===== config.mk =====
export PLATFORM = sky130hd
export DESIGN_NAME = alu_seq
export DESIGN_NICKNAME = d
export VERILOG_FILES = /design/src/rtl/alu_seq.sv
export SDC_FILE = /design/constraint.sdc
export NUM_CORES = 2
export LEC_CHECK = 0
export ABC_AREA = 1
export CORE_MARGIN = 1.5
export CORE_UTILIZATION = 35
export CTS_CLUSTER_SIZE = 14
export DETAILED_ROUTE_END_ITERATION = 12
export PLACE_DENSITY = 0.53
export SLEW_MARGIN = 20
export SYNTH_ARGS = -nofsm -noshare
export SYNTH_HDL_FRONTEND = slang
export SYNTH_SLANG_ARGS = --single-unit

===== constraint.sdc =====
create_clock -name CLK -period 4.4 [get_ports CLK]
set_clock_uncertainty 0.05 [all_clocks]
set_input_delay 1.1 -clock CLK [delete_from_list [all_inputs] [get_ports CLK]]
set_output_delay 1.1 -clock CLK [all_outputs]
set_load 0.05 [all_outputs]

===== src/rtl/alu_seq.sv =====
// alu_seq: handshaked ALU with registered result/NZCV flags and a multi-cycle shift-add multiply
module alu_seq #(
    parameter int WIDTH  = 64,
    parameter int MUL_EN = 1
) (
    input  logic             CLK,
    input  logic             resetl,
    input  logic             in_valid,
    output logic             in_ready,
    input  logic [WIDTH-1:0] BusA,
    input  logic [WIDTH-1:0] BusB,
    input  logic [3:0]       ALUCtrl,
    output logic             out_valid,
    input  logic             out_ready,
    output logic [WIDTH-1:0] BusW,
    output logic             Zero,
    output logic             Neg,
    output logic             Carry,
    output logic             Ovf,
    output logic             Illegal
);
    localparam int SHW = $clog2(WIDTH);
    localparam int MSB = WIDTH - 1;
    localparam logic [3:0] OP_AND = 4'b0000, OP_ORR = 4'b0001, OP_ADD = 4'b0010, OP_LSL = 4'b0011,
                           OP_LSR = 4'b0100, OP_SUB = 4'b0110, OP_PASSB = 4'b0111, OP_MUL = 4'b1000;
    typedef enum logic [1:0] {IDLE, MUL, DONE} state_t;
    state_t state, state_nxt;
    logic [WIDTH-1:0] mcand, mplier, acc, acc_nxt, res;
    logic [SHW-1:0] cnt;
    logic [WIDTH:0] sum, dif;
    logic c, v, ill, is_mul, mul_last;
    always_comb begin
        sum = {1'b0, BusA} + {1'b0, BusB};
        dif = {1'b0, BusA} + {1'b0, ~BusB} + (WIDTH+1)'(1);
        res = '0;
        c   = 1'b0;
        v   = 1'b0;
        ill = 1'b0;
        case (ALUCtrl)
            OP_AND:   res = BusA & BusB;
            OP_ORR:   res = BusA | BusB;
            OP_ADD: begin
                {c, res} = sum;
                v = (BusA[MSB] == BusB[MSB]) && (res[MSB] != BusA[MSB]);
            end
            OP_SUB: begin
                {c, res} = dif;
                v = (BusA[MSB] != BusB[MSB]) && (res[MSB] != BusA[MSB]);
            end
            OP_LSL:   res = BusA << BusB[SHW-1:0];
            OP_LSR:   res = BusA >> BusB[SHW-1:0];
            OP_PASSB: res = BusB;
            OP_MUL:   ill = (MUL_EN == 0);
            default:  ill = 1'b1;
        endcase
        is_mul   = (ALUCtrl == OP_MUL) && (MUL_EN != 0);
        acc_nxt  = mplier[0] ? acc + mcand : acc;
        mul_last = (cnt == SHW'(WIDTH - 1));
    end
    always_comb begin
        state_nxt = state;
        in_ready  = (state == IDLE);
        out_valid = (state == DONE);
        case (state)
            IDLE:    if (in_valid) state_nxt = is_mul ? MUL : DONE;
            MUL:     if (mul_last) state_nxt = DONE;
            DONE:    if (out_ready) state_nxt = IDLE;
            default: state_nxt = IDLE;
        endcase
    end
    always_ff @(posedge CLK) begin
        if (!resetl) state <= IDLE;
        else state <= state_nxt;
    end
    always_ff @(posedge CLK) begin
        if (!resetl) begin
            BusW    <= '0;
            Zero    <= 1'b0;
            Neg     <= 1'b0;
            Carry   <= 1'b0;
            Ovf     <= 1'b0;
            Illegal <= 1'b0;
            mcand   <= '0;
            mplier  <= '0;
            acc     <= '0;
            cnt     <= '0;
        end else if (state == IDLE && in_valid) begin
            if (is_mul) begin
                mcand  <= BusA;
                mplier <= BusB;
                acc    <= '0;
                cnt    <= '0;
            end else begin
                BusW    <= res;
                Zero    <= (res == '0);
                Neg     <= res[MSB];
                Carry   <= c;
                Ovf     <= v;
                Illegal <= ill;
            end
        end else if (state == MUL) begin
            acc    <= acc_nxt;
            mcand  <= mcand << 1;
            mplier <= mplier >> 1;
            cnt    <= cnt + 1'b1;
            // final iteration publishes the low WIDTH bits of the product directly
            if (mul_last) begin
                BusW    <= acc_nxt;
                Zero    <= (acc_nxt == '0);
                Neg     <= acc_nxt[MSB];
                Carry   <= 1'b0;
                Ovf     <= 1'b0;
                Illegal <= 1'b0;
            end
        end
    end
endmodule

==> key figures <==
Worst setup path
  – R2R Setup Slk: between 0.5 and 0.6 ns
  – Worst setup EP type: register
  – RR Endpoint: Zero
  – Crit path launch: BusB[8]
  – Worst EP required: 4.89 ns
  – Worst r2r src: mcand[2]
  – Worst Reg-to-Reg Cells: 23
  – Critical path launch point type: input pin
  – CP cell instances: clkdlybuf4s50_1 -> inv_1 -> ha_1 -> nand2_1 -> nor2_1 -> nand2_1 -> nand3_1 -> nand2_1 -> nand3_1 -> o21ai_0 -> nor2_1 -> nand3_1 -> nor2_1 -> nand2_1 -> nor2_1 -> nand2_1 -> nor2_1 -> buf_4 -> nand3_1 -> nor2_1 -> nor2_1 -> nor2_1
  – CP max stage delay: 0.54 ns
  – WP data arrival: about 4.7 ns
  – Crit Path Class: input pin to register
  – Slowest library cell on the worst path: clkdlybuf4s50_1
  – Max FO, Critical Path: 5
  – Most common cell on crit path: nor2_1

Logic synthesis
  – Async set-or-reset flop fraction in the synthesized netlist: 0%
  – Syn Nets: around 8.3k
  – Ys flop type: dfxtp_1
  – Post-synthesis instance area: a little over 40000 sq um
  – Yosys warning count: 0
  – Yosys top cell by area: nand2_1
  – Post-Synthesis Cells: 7857
  – Post-synth EDFFs: 0
  – Mean Syn Cell Area: about 5.2 sq um
  – Sequential fraction of the synthesis area: about an eighth
  – Post-synth top area share: roughly a quarter
  – Yosys reg bits: 268
  – Count of different cell masters after synthesis: between 50 and 60
  – Top cells by area, synth: nand2_1 25%, nand3_1 14%, dfxtp_1 13%

Drt
  – DR vias/cell: 5.44
  – First drt pass iteration count: 8
  – Drc violations: 0
  – Post-Route WL: 265 mm
  – Routed Antenna Nets: 0
  – DR iter-0 viols: 6465
  – Vias: between 50k and 60k
  – Routed wire per std cell: ~25 microns

Die
  – Die area: about 120000 sq um
  – Initial core utilization: a little over a third
  – Core ar.: 116000 sq um
  – Placement Rows: around 130
  – Die X: 345 microns
  – Io pins: between 200 and 250
  – Die span in y: 345 microns

Clock network
  – CTS max path bufs: 3
  – CTS sink cnt: between 200 and 300
  – Worst-path clk slew: around 0.060 ns
  – TritonCTS Buffers: 37
  – H-Tree Depth: 2
  – CTS tree: done
  – Clk Latency, worst-skew pair: between 0.6 and 0.7 ns
  – Root buf cell: clkbuf_16

Hold path
  – Worst Hold Launch: mplier[22]
  – HP Class: register to register
  – Hold Path Sink: mplier[21]
  – WHS Path Cells: 2

Power
  – Total power: ~12000 uW
  – Worst VDD drop: about 0.29 mV
  – Leak Pwr: between 0.02 and 0.03 uW
  – Pwr Density: about 210 nW/um^2

Layout
  – Fin area: between 50000 and 60000 sq um
  – Nets: 9517
  – Area grow syn2layout: 36.5%
  – Most common cell after layout, fill and taps aside: nand2_1
  – Layout fillers: around 13k
  – Most frequent cells in the layout: 2719 x nand2_1, 1307 x buf_4, 1143 x nand3_1
  – Ratio of cells with drive above 1 in the final layout: approximately 18%
  – Final std cells w/o fill: 10.7k

Global routing
  – Largest net degree at the start of global routing: 93
  – Vias in the first global route: between 50k and 60k
  – Global-route congestion overflow total: 0
  – Initial antenna violation count: 21
  – Gr usage total: 43.1%
  – First-pass GRT wire length: ~370 mm

STA
  – Final setup vio count: 0
  – Tmin final: roughly 4.3 ns
  – Max Transition Viols Final: 0
  – Max Clk Rate: 235 MHz
  – Period utilisation layout: slightly below 100%
  – Final hold vios: 0
  – Rel. slew slack: 41.2%
  – Tightest Pin Transition: between 0.8 and 0.9 ns

Placed design
  – PortBufs: about 200
  – Placed cell areas: around 54000 sq um
  – Placed Cells: 10.6k
  – Dpl hpwl: roughly 230 mm
  – Placer Congestion: between 1 and 1.5

Flow run
  – Max cap viols: 0

Outcome
  – Status: complete, no violations
-- registers in the layout, summed over array words and instances, names as in the netlist --
signal and flops:
BusW 64, Carry 1, Illegal 1, Ovf 1
Zero 1, acc 64, cnt 6, mcand 64
mplier 64, state 2
-- worst max path at each step --
stage                 to  slack (ns)  cells after the start
finish              Zero        0.15                     22
global route        Zero       -0.02                     27
CTS                 Zero        0.04                     24
detailed placement  Zero       -0.68                     24
global placement    Zero       -0.74                     24
floorplan           Zero        0.48                     27
-- per-layer routing --
layer / track usage (%) / routed length, microns / vias up
li1: - / - / 27700
met3: 8.05 / 24000 / 608
met2: 68.2 / 116000 / 2741
met5: 0 / 90 / -
met1: 53.6 / 106000 / 26900
met4: 27.7 / 19500 / 12
-- area by class of cell --
type | count | area [sq um] | share of cell area [%]
inverters | 1117 | 4220 | 7.56
clock buffers | 44 | 972 | 1.74
multi-input cells | 6109 | 29900 | 53.6
well taps | 1524 | 1910 | 3.42
clock inverters | 22 | 305 | 0.547
diodes | 4 | 10.0 | 0.0179
repair buffers | 1573 | 13100 | 23.5
flip-flops and latches | 268 | 5370 | 9.63
-- worst max-delay path: cells and delay by family --
family | cells | cell delay, ns
fa+ha+maj | 1 | 0.36
simple gates | 17 | 2.41
buf+inv | 3 | 0.77
compound gates | 1 | 0.10
-- power by group --
part           internal [uW]  switching (uW)
registers               2520            82.7
clock network           1950            1400
logic                   2170            3650
total                   6640            5140
-- what timing repair did --
item	CTS	global route
gates resized for setup	4	50
endpoints found under the setup margin	1	7
hold buffers	0	0
pin swaps	0	3
setup buffers	0	2
-- metrics by stage --
step | hold WS (ns) | worst slack, ns | utilization (%) | setup TNS, ns
after floorplan | 0.391 | 0.480 | - | 0
after global placement | 0.404 | -0.737 | 46.8 | -6.68
after detailed placement | 0.409 | -0.685 | 46.8 | -7.42
after CTS | 0.413 | 0.0362 | 47.9 | 0
after global routing | 0.442 | -0.0166 | 48.1 | -0.0166
final | 0.416 | 0.146 | 48.1 | 0
-- Yosys cell counts (4+ instances only) --
cell          n
a21oi_1     345
nand3_2      17
ha_1        272
and2_1        5
dfxtp_1     268
a221oi_1     16
nor2_2        9
nor3_1       62
nand2_2       8
buf_12        4
nand3_1    1149
nand2_4      39
o21ai_0     294
a31oi_1     148
o21bai_1     27
a211oi_1      7
inv_1      1105
o211ai_1     18
o22ai_1      42
nor2_1      666
a21o_1        4
or2_2        56
inv_2        10
o221ai_1     21
nor4_1        5
nand4_1      79
xnor2_1       6
nand2_1    2730
o2111ai_1    10
nand3b_1      8
o21a_1       10
o21ai_1      22
clkbuf_1    181
buf_1        45
buf_2       117
buf_4        11
-- kinds of logic (layout without fill, tap and decap cells) --
kind of cell	Yosys count	in the layout	share of synthesized area (%)
simple gates	4844	4844	50.3
buf+inv	1480	2756	14.3
other cells	0	4	0
fa+ha+maj	275	275	8.47
compound gates	981	981	13.6
flops	268	268	13.1
xor+xnor	9	9	0.193
No activity file was read; power rests on OpenSTA's default activity.
